<file path="src/rtl/iter_mult_if.sv">
// Handshake and operand/result bundle for the iterative multiplier.
// The master side issues operands and start/flush; the slave side returns busy/done/product.
interface iter_mult_if #(
  parameter int WIDTH = 32
);
  logic             start;
  logic             isSigned;
  logic [WIDTH-1:0] fbusA;
  logic [WIDTH-1:0] fbusB;
  logic             flush;
  logic             busy;
  logic             done;
  logic [WIDTH-1:0] prodLo;
  logic [WIDTH-1:0] prodHi;

  modport master (
    output start, isSigned, fbusA, fbusB, flush,
    input  busy, done, prodLo, prodHi
  );

  modport slave (
    input  start, isSigned, fbusA, fbusB, flush,
    output busy, done, prodLo, prodHi
  );
endinterface

</file>
<file path="src/rtl/iter_mult_unit.sv">
// Radix-2 shift-add multiplier, one multiplier bit per cycle.
// Signed operands are reduced to magnitudes on acceptance and the sign is
// reapplied to the full-width accumulator in the final cycle.
//
// state | meaning
// IDLE  | waiting for start; outputs hold the last completed product
// RUN   | WIDTH add/shift iterations
// FIN   | apply sign, publish product, pulse done
module iter_mult_unit #(
  parameter int WIDTH = 32,
  parameter int CNT_W = 6
) (
  input  logic        clk,
  input  logic        rst_n,
  iter_mult_if.slave  bus
);

  typedef enum logic [1:0] {S_IDLE, S_RUN, S_FIN} state_t;

  localparam logic [CNT_W-1:0] LAST_CNT = CNT_W'(WIDTH - 1);

  state_t             state_q, state_d;
  logic [2*WIDTH-1:0] mcand_q, mcand_d;
  logic [WIDTH-1:0]   mplier_q, mplier_d;
  logic [2*WIDTH-1:0] acc_q, acc_d;
  logic [CNT_W-1:0]   cnt_q, cnt_d;
  logic               neg_q, neg_d;
  logic               busy_q, busy_d;
  logic               done_q, done_d;
  logic [2*WIDTH-1:0] prod_q, prod_d;

  logic [WIDTH-1:0]   mag_a, mag_b;
  logic               a_neg, b_neg;

  // Operand magnitudes; 0x80..0 negates to itself, which read unsigned is 2**(WIDTH-1).
  always_comb begin
    a_neg = bus.isSigned & bus.fbusA[WIDTH-1];
    b_neg = bus.isSigned & bus.fbusB[WIDTH-1];
    mag_a = a_neg ? (~bus.fbusA + 1'b1) : bus.fbusA;
    mag_b = b_neg ? (~bus.fbusB + 1'b1) : bus.fbusB;
  end

  // Next-state, datapath and output computation.
  always_comb begin
    state_d  = state_q;
    mcand_d  = mcand_q;
    mplier_d = mplier_q;
    acc_d    = acc_q;
    cnt_d    = cnt_q;
    neg_d    = neg_q;
    busy_d   = busy_q;
    done_d   = 1'b0;
    prod_d   = prod_q;

    case (state_q)
      S_IDLE: begin
        // flush beats a simultaneous start
        if (bus.start && !bus.flush) begin
          mcand_d  = {{WIDTH{1'b0}}, mag_a};
          mplier_d = mag_b;
          // a zero operand must never produce a negated (still zero) result path
          neg_d    = (a_neg ^ b_neg) & (|bus.fbusA) & (|bus.fbusB);
          acc_d    = '0;
          cnt_d    = '0;
          busy_d   = 1'b1;
          state_d  = S_RUN;
        end
      end
      S_RUN: begin
        if (bus.flush) begin
          busy_d  = 1'b0;
          state_d = S_IDLE;
        end else begin
          // mcand_q already carries the shift by cnt_q
          if (mplier_q[0]) acc_d = acc_q + mcand_q;
          mcand_d  = mcand_q << 1;
          mplier_d = mplier_q >> 1;
          cnt_d    = cnt_q + 1'b1;
          if (cnt_q == LAST_CNT) state_d = S_FIN;
        end
      end
      S_FIN: begin
        busy_d  = 1'b0;
        state_d = S_IDLE;
        if (!bus.flush) begin
          prod_d = neg_q ? (~acc_q + 1'b1) : acc_q;
          done_d = 1'b1;
        end
      end
      default: begin
        busy_d  = 1'b0;
        state_d = S_IDLE;
      end
    endcase
  end

  // State and datapath registers.
  always_ff @(posedge clk or negedge rst_n) begin
    if (!rst_n) begin
      state_q  <= S_IDLE;
      mcand_q  <= '0;
      mplier_q <= '0;
      acc_q    <= '0;
      cnt_q    <= '0;
      neg_q    <= 1'b0;
      busy_q   <= 1'b0;
      done_q   <= 1'b0;
      prod_q   <= '0;
    end else begin
      state_q  <= state_d;
      mcand_q  <= mcand_d;
      mplier_q <= mplier_d;
      acc_q    <= acc_d;
      cnt_q    <= cnt_d;
      neg_q    <= neg_d;
      busy_q   <= busy_d;
      done_q   <= done_d;
      prod_q   <= prod_d;
    end
  end

  assign bus.busy   = busy_q;
  assign bus.done   = done_q;
  assign bus.prodLo = prod_q[WIDTH-1:0];
  assign bus.prodHi = prod_q[2*WIDTH-1:WIDTH];

endmodule

</file>
<file path="src/flat_wrapper.sv">
// flat-port wrapper written by rule: the top's interface ports become plain ports
module iter_mult_unit_flat 
#(
  parameter int WIDTH = 32,
  parameter int CNT_W = 6
)
  (clk, rst_n, bus_start, bus_isSigned, bus_fbusA, bus_fbusB, bus_flush, bus_busy, bus_done, bus_prodLo, bus_prodHi);
  iter_mult_if #(.WIDTH(WIDTH)) bus_i ();
  input  logic clk;
  input  logic rst_n;
  input wire logic [$bits(bus_i.start)-1:0] bus_start;
  input wire logic [$bits(bus_i.isSigned)-1:0] bus_isSigned;
  input wire logic [$bits(bus_i.fbusA)-1:0] bus_fbusA;
  input wire logic [$bits(bus_i.fbusB)-1:0] bus_fbusB;
  input wire logic [$bits(bus_i.flush)-1:0] bus_flush;
  output wire logic [$bits(bus_i.busy)-1:0] bus_busy;
  output wire logic [$bits(bus_i.done)-1:0] bus_done;
  output wire logic [$bits(bus_i.prodLo)-1:0] bus_prodLo;
  output wire logic [$bits(bus_i.prodHi)-1:0] bus_prodHi;
  assign bus_i.start = bus_start;
  assign bus_i.isSigned = bus_isSigned;
  assign bus_i.fbusA = bus_fbusA;
  assign bus_i.fbusB = bus_fbusB;
  assign bus_i.flush = bus_flush;
  assign bus_busy = bus_i.busy;
  assign bus_done = bus_i.done;
  assign bus_prodLo = bus_i.prodLo;
  assign bus_prodHi = bus_i.prodHi;
  iter_mult_unit #(.WIDTH(WIDTH), .CNT_W(CNT_W)) u_core (.clk(clk), .rst_n(rst_n), .bus(bus_i));
endmodule
</file>
<file path="config.mk">
export PLATFORM = sky130hd
export DESIGN_NAME = iter_mult_unit_flat
export DESIGN_NICKNAME = d
export VERILOG_FILES = /design/src/rtl/iter_mult_if.sv /design/src/rtl/iter_mult_unit.sv /design/src/flat_wrapper.sv
export SDC_FILE = /design/constraint.sdc
export NUM_CORES = 1
export LEC_CHECK = 0
export CAP_MARGIN = 20
export CORE_UTILIZATION = 60
export CTS_BUF_LIST = sky130_fd_sc_hd__clkbuf_4 sky130_fd_sc_hd__clkbuf_8
export DETAILED_ROUTE_END_ITERATION = 10
export GPL_ROUTABILITY_DRIVEN = 1
export GPL_TIMING_DRIVEN = 0
export PLACE_DENSITY = 0.82
export SLEW_MARGIN = 20
export SYNTH_ARGS = -nofsm -noshare
export SYNTH_HDL_FRONTEND = slang
export SYNTH_SLANG_ARGS = --single-unit
</file>
<file path="constraint.sdc">
create_clock -name clk -period 9.05 [get_ports clk]
set_clock_uncertainty 0.05 [all_clocks]
set_input_delay 0.905 -clock clk [delete_from_list [all_inputs] [get_ports clk]]
set_output_delay 0.905 -clock clk [all_outputs]
set_load 0.03 [all_outputs]
</file>
# Word-level counts from Yosys, hierarchy flattened
# Cells that the tools add are included.
[classes]
n_addsub = 5
n_eq_ne = 8
muxes = 25
bitwise_logic = 9
reduce_logical = 12
[ops]
columns = ["cell", "count"]
rows = [
  ["2-to-1 mux 64 bit", 6],
  ["case mux 64 bit (2 select lines)", 2],
  ["2-to-1 mux 32 bit", 4],
  ["adder 32 x 1 -> 32 bit (second input constant)", 2],
  ["adder 64 x 1 -> 64 bit (second input constant)", 1],
  ["adder 64 bit", 1],
  ["inverter 32 bit", 2],
  ["inverter 64 bit", 1],
  ["case mux 32 bit (2 select lines)", 1],
  ["OR reduction 32 bit", 2],
  ["2-to-1 mux 6 bit", 2],
  ["case mux 6 bit (2 select lines)", 1],
  ["AND reduction 2 bit", 4],
  ["adder 6 x 1 -> 6 bit (second input constant)", 1],
  ["== test 6 x 5 -> 1 bit (second input constant)", 1],
  ["2-to-1 mux 2 bit", 3],
  ["bitwise AND 1 bit", 4],
  ["2-to-1 mux 1 bit", 4],
  ["!= test 2 x 1 -> 1 bit (second input constant)", 2],
  ["!= test 2 bit (second input constant)", 2],
  ["case mux 2 bit (2 select lines)", 1],
  ["AND reduction 4 bit", 1],
  ["!= test 3 x 2 -> 1 bit (second input constant)", 1],
  ["AND reduction 3 bit", 1],
  ["9 further kinds", 9],
]
[word_totals]
reg_bits = 235
inputBits = 69

# Depth between registers and ports, before layout
# Gate-level depths: netlist of run 1.
[logic_depth]
word_depth = 5
mapped_depth = 13

# Worst setup path after synthesis of run 1
# OpenSTA, ideal clock, no wires.
[synth_path]
kind = "register -> register"
from = "register u_core.acc_q[12]"
to = "register u_core.prod_q[60]"
arrival_ps = 3227
t_required_ps = 8868
setup_slack_ps = 5641
stages_incl_launch_ff = 11
path_buffers = 0
cell_sequence = "dfrtp_1 > or4_4 > nor4_4 > nand4_2 > nand2b_4 > or4_4 > or4_4 > or3_4 > o21ai_2 > xor2_1 > o21ai_1"
[synth_between]
elab_chain_len = 3
[synth_lines]
columns = ["item", "line_no", "rtl"]
rows = [
  ["start, declared", "iter_mult_unit.sv:25", "logic [2*WIDTH-1:0] acc_q, acc_d;"],
  ["start signal, assigned", "iter_mult_unit.sv:103", "acc_q <= '0;"],
  ["start signal, assigned", "iter_mult_unit.sv:113", "acc_q <= acc_d;"],
  ["inverter 64 bit", "iter_mult_unit.sv:86", "prod_d = neg_q ? (~acc_q + 1'b1) : acc_q;"],
  ["adder 64 x 1 -> 64 bit", "iter_mult_unit.sv:86", ""],
  ["2-to-1 mux 64 bit", "iter_mult_unit.sv:86", ""],
  ["end signal, assigned", "iter_mult_unit.sv:118", "prod_q <= prod_d;"],
  ["end, declared", "iter_mult_unit.sv:30", "logic [2*WIDTH-1:0] prod_q, prod_d;"],
]
# Every way passes these cells.
# A chain may end at the register's enable or synchronous reset.

# Worst setup path after layout of run 1
[layout_path]
from = "register u_core.acc_q[4]"
to = "register u_core.prod_q[59]"
# Same word-level chain as after synthesis.

==> results of run 1 <==
[worst max-delay path: stages (launching register included)]
cell and delay, ns:
dfrtp_1 0.44, or3_1 0.44, nor3_1 0.96, nand4_1 0.49, or2_1 0.39, or3_1 0.39, or2_1 0.29, or3_4 0.39
o31ai_1 0.27, xor2_1 0.22, o21ai_1 0.08
[Yosys cell counts, drive strengths merged (4+ instances only)]
master  number
nand4b       4
a21oi      170
nor4        10
o21bai      14
ha          67
nor2       136
a21o        25
inv         31
clkbuf     101
a31oi       12
o31ai       36
or2          5
and3        11
nand4       30
nand2      355
a211oi       7
and2         9
xnor2       60
xor2       113
nand2b      10
nor3        23
dfrtp      235
o21a        15
nor2b        9
nand3       55
o21ai      276
o41ai       16
or4         19
buf          6
or3         23
o211ai      10
[stage by stage]
| stage | setup TNS, ns | hold slack (ns) |
|---|---|---|
| CTS | 0 | 0.3198 |
| finish | 0 | 0.2866 |
| global placement | -601.21 | 0.4111 |
| global route | 0 | 0.3389 |
| detailed placement | 0 | 0.4194 |
| floorplan | 0 | 0.3947 |
[power breakdown]
part / switching, mW / internal, mW
registers: 0.115 / 1.13
clock network: 0.458 / 0.586
logic: 0.551 / 0.323
[registers in the layout, indices dropped and copies added (netlist names)]
name / flops
u_core.acc_q: 64
u_core.bus.done: 1
u_core.neg_q: 1
u_core.mplier_q: 32
u_core.mcand_q: 64
u_core.bus.busy: 1
u_core.cnt_q: 6
u_core.prod_q: 64
u_core.state_q: 2
[cells by family (layout without fill, tap and decap cells)]
group                    after synthesis  after routing  synth area share (%)
XOR/XNOR                             173            173                 9.744
flip-flops                           235            235                 37.82
adder cells (fa/ha/maj)               68             68                 5.520
buffers and inverters                138            347                 3.331
AND/OR/NAND/NOR                      705            705                 20.61
AO/OA/AOI/OAI                        615            615                 22.91
multiplexers                           1              1               0.06437
[worst paths after layout]
kind                                   startpoint                 to  cells past startpoint
worst max-delay path              u_core.acc_q[4]  u_core.prod_q[59]                     10
worst min-delay path                        rst_n  u_core.prod_q[17]                      1
worst max register to register    u_core.acc_q[4]  u_core.prod_q[59]                     10
worst min register to register  u_core.prod_q[41]  u_core.prod_q[41]                      2
max in group asynchronous                   rst_n    u_core.bus.done                      3
min in group clk                u_core.prod_q[41]  u_core.prod_q[41]                      2
[per-layer routing]
| metal | wire (um) | up-vias | global-route usage, % |
|---|---|---|---|
| met5 | 0 | - | 0 |
| met2 | 21520 | 545 | 57.62 |
| met4 | 1819 | 0 | 15.97 |
| li1 | - | 7219 | - |
| met3 | 2993 | 111 | 5.169 |
| met1 | 20580 | 7179 | 48.26 |
[final cells by class]
type	count	area, um^2	area share, %
clock inverters	11	95.09	0.5212
well taps	330	412.9	2.263
multi-input cells	1562	9151	50.16
plain buffers	107	401.6	2.201
inverters	31	116.4	0.6378
flip-flops and latches	235	5881	32.23
clock buffers	62	784.5	4.300
repair buffers	136	1401	7.681
==> results.yml, run 1 <==
global_routing:
  grt_usage_pct: 35.93
  grt_antenna_before_repair: 0
  grt_start_max_net_pins: 89
  grt.overflow.total: 0
  grt_pass1_vias: 14580
  grt_pass1_wl_um: 74850
cts:
  cts_tree: "yes"
  cts.sinks: 235
  cts_buffers: 40
  clkSlewWorstSetupHoldPaths_ns: 0.06
  clock_path_buffers: 3
  cts_setup_buffers: 0
  clk_latency_ns: 0.56
  ctsHtreeMaxLevel: 2
  post_cts_resized: 0
  clock-root-buffer: "clkbuf_8"
  cts_hold_buf: 0
worst_setup_path:
  cp.arrival_ns: 4.90
  path_max_fanout: 6
  crit_type: "reg2reg"
  reg2reg_slack_ns: 4.51
  end_kind: "register"
  crit_path_start_kind: "register"
  crit_required_ns: 9.41
timing:
  worst_pin_slew_ns: 1.188
  fmaxAchievable_mhz: 220.2
  hold_viol: 0
  final.min_clock_period_ns: 4.541
  setup_ws_ns: 4.509
  max_slew_margin_pct: 20.19
  finalSetupViolCount: 0
  slew_viol_final: 0
  rsz0062_at_grt: "no"
  post-route-period-util_pct: 50.17
place:
  dp.cells: 2401
  dp_hpwl_um: 36080
  post-place-ws_ns: 4.598
  gp_congestion: 0.9557
  dpl_cell_area_um2: 17360
  port_buffers: 134
route:
  avgViaCountPerCell: 6.085
  first_pass_iters: 5
  ant_nets: 0
  drtIter0Drc: 1217
  finalWirelength_um: 46910
  wire_per_inst_um: 18.96
  drc_errors: 0
  vias: 15050
layout:
  final_cell_mix: "355 x nand2_1, 255 x o21ai_0, 235 x dfrtp_1"
  areaGrowthSynthToFinish_pct: 17.32
  stdcell_count: 2474
  utilization_pct: 72.03
  nets: 2250
  final_common_cell: "nand2_1"
  antenna_cells: 0
  fillers: 2047
  fin_area_um2: 18240
  drive_above_1_share_pct: 4.524
hold_path:
  hold_class: "in2async"
logic_synthesis:
  syn_area_um2: 15550
  yosysTopAreaCell: "dfrtp_1"
  yosysWarnings: 0
  ys.flop_type: "dfrtp_1"
  async_flop_share_pct: 100.0
  syn_nets: 2072
  synth.area.top_cells: "dfrtp_1 38%, nand2_1 8.6%, o21ai_0 8.2%, xor2_1 6.4%, a21oi_1 5.5%"
  syn_area_per_cell_um2: 8.036
  synth-seq-cells: 235
  synth_top_area_share_pct: 37.82
  synth_edf_count: 0
  yosysSeqAreaShare_pct: 37.82
  netlist_instances: 1935
  synth.distinct_cells: 67
power_and_ir_drop:
  p_leak_nw: 7.948
  peakVddDrop_mv: 0.1396
  powerDensity_nw_per_um2: 173.6
  total_power_mw: 3.168
floorplanning:
  num_rows: 58
  floorplan.initialDensity_pct: 61.40
  die_w_um: 163.0
  core_um2: 25330
  io_pins: 135
  dieArea_um2: 26560
  die_y_um: 163.0
job:
  cap_violations: 0
status:
  status: "finished, final reports clean"
Power figures use the tool's default switching activity.
==> run 2, diff against run 1 <==
CORE_UTILIZATION = 55   (was 60)
PLACE_DENSITY = 0.8   (was 0.82)
clock period = 4 ns   (was 9.05 ns; I/O delays follow)
==> results.yml, run 2 (same netlist as run 1, synthesis figures left out) <==
status:
  status: "finished, final reports clean"
hold_path:
  hold_class: "in2async"
layout:
  stdcell_count: 2523
  nets: 2253
  final_cell_mix: "355 x nand2_1, 254 x o21ai_0, 235 x dfrtp_1"
  areaGrowthSynthToFinish_pct: 18.06
  reg_top3: "u_core.acc_q (64), u_core.mcand_q (64), u_core.prod_q (64)"
  fillers: 2373
  antenna_cells: 0
  drive_above_1_share_pct: 4.755
  final_common_cell: "nand2_1"
floorplanning:
  num_rows: 61
  die_w_um: 170.1
  core_um2: 27780
  io_pins: 135
  floorplan.initialDensity_pct: 55.97
  die_y_um: 170.1
  dieArea_um2: 28950
global_routing:
  grt_pass1_vias: 13970
  grt_pass1_wl_um: 72530
  grt_antenna_before_repair: 0
  grt_start_max_net_pins: 89
  grt_usage_pct: 31.84
  grt.overflow.total: 0
power_and_ir_drop:
  p_sw_mw: 2.538
  swShare_pct: 35.23
  powerDensity_nw_per_um2: 392.3
  combPwrFrac_pct: 27.7
  seqPwrFrac_pct: 39.2
  p_leak_nw: 7.959
  p_clk_share_pct: 33.1
  power.internal_mw: 4.664
  peakVddDrop_mv: 0.2153
route:
  wire_per_inst_um: 18.06
  vias: 14980
  ant_nets: 0
  drtIter0Drc: 1119
  drc_errors: 0
  finalWirelength_um: 45570
  first_pass_iters: 6
  avgViaCountPerCell: 5.937
cts:
  clock-root-buffer: "clkbuf_8"
  cts_tree: "yes"
  clkSlewWorstSetupHoldPaths_ns: 0.06
  clock_path_buffers: 3
  cts_buffers: 40
  clk_latency_ns: 0.56
  ctsHtreeMaxLevel: 2
  cts.sinks: 235
place:
  port_buffers: 134
  dp_hpwl_um: 34760
  gp_congestion: 0.9517
  dp.cells: 2449
timing:
  hold_viol: 0
  rsz0062_at_grt: "no"
  timing.hold.ws_ns: 0.3458
  max_slew_margin_pct: 34.85
  worst_pin_slew_ns: 0.9772
  finalSetupViolCount: 0
  final.min_clock_period_ns: 3.845
  fmaxAchievable_mhz: 260.1
  post-route-period-util_pct: 96.11
  slew_viol_final: 0
worst_setup_path:
  crit_type: "reg2reg"
  reg2reg_from: "u_core.acc_q[8]"
  startpoint: "u_core.acc_q[8]"
  cpMostUsedCell: "or4_4"
  slowest_stage: "or3_1"
  cp.arrival_ns: 4.21
  crit_path_start_kind: "register"
  worstPathCellList: "or3_1 > nor4_4 > nand4_2 > nand2b_4 > or4_4 > or4_4 > or3_4 > o21ai_2 > xor2_1 > o21ai_1"
  path_max_fanout: 6
  crit_required_ns: 4.36
  end_kind: "register"
  slowest_delay_ns: 0.49
job:
  cap_violations: 0
==> run 2: cell types whose count changed in the layout (fill, tap and decap cells not counted), sizes merged <==
cell	change
clkbuf	-3
buf	+2
bufinv	+1
clkinvlp	+1
dlygate4sd3	+1
inv	-1
==> run 2: what timing repair did <==
action	in CTS	in global routing
resized for setup	3	4
pin swaps	1	1
hold buffers	1	0
buffers inserted	2	0
hold endpoints to repair	75	0
endpoints found under the setup margin	7	8
==> run 2: path summary, 6_finish.rpt <==
check                                          to  slack [ns]  cells after the start
worst max-delay path            u_core.prod_q[62]        0.16                     10
worst min-delay path            u_core.prod_q[45]        0.35                      2
worst max register to register  u_core.prod_q[62]        0.16                     10
worst min register to register  u_core.prod_q[29]        0.42                      2
max in group asynchronous        u_core.acc_q[12]        2.73                      3
min in group clk                u_core.prod_q[29]        0.42                      2
==> run 2: area by class of cell <==
class / instances / area, um^2 / share of cell area (%)
buffer: 107 / 401.6 / 2.188
clock buffer: 59 / 755.7 / 4.117
clock inverter: 12 / 121.4 / 0.6611
inverter: 31 / 116.4 / 0.6339
multi-input combinational: 1562 / 9183 / 50.02
sequential: 235 / 5881 / 32.03
tap: 378 / 473.0 / 2.576
timing repair buffer: 139 / 1426 / 7.770
==> run 2: critical path, delay by kind of cell (launching register included) <==
family / cells / cell delay, ns
compound gates: 2 / 0.22
simple gates: 7 / 2.74
flops: 1 / 0.44
xor+xnor: 1 / 0.25
==> run 2: routing by layer <==
layer | vias to the layer above | part of all wire (%) | GRT usage, %
met5 | - | 0 | 0
met4 | 0 | 3.3 | 12.22
met3 | 95 | 7.6 | 4.163
met2 | 625 | 46 | 51.48
met1 | 7036 | 44 | 43.48
li1 | 7223 | - | -
==> run 2: through the flow <==
| stage | power (mW) | setup TNS, ns | setup slack [ns] | utilization [%] | cell area [um^2] |
|---|---|---|---|---|---|
| floorplan | 4.110 | 0 | 0.5906 | - | 15550 |
| global placement | 4.716 | -1684.69 | -7.195 | 62.50 | 17360 |
| detailed placement | 4.773 | -1.900 | -0.5332 | 62.72 | 17420 |
| CTS | 7.189 | 0 | 0.04047 | 66.02 | 18340 |
| global route | 7.544 | 0 | 0.04683 | 66.08 | 18360 |
| finish | 7.202 | 0 | 0.1554 | 66.08 | 18360 |
==> run 2: power by group through the flow <==
| stage | Clock, mW | Combinational, mW | Sequential, mW |
|---|---|---|---|
| 2_1_floorplan | 0 | 1.36 | 2.75 |
| 3_3_place_gp | 0 | 1.88 | 2.84 |
| 3_5_place_dp | 0 | 1.93 | 2.85 |
| 4_1_cts | 2.41 | 1.97 | 2.81 |
| 5_1_grt | 2.50 | 2.20 | 2.84 |
| 6_report | 2.38 | 2.00 | 2.82 |
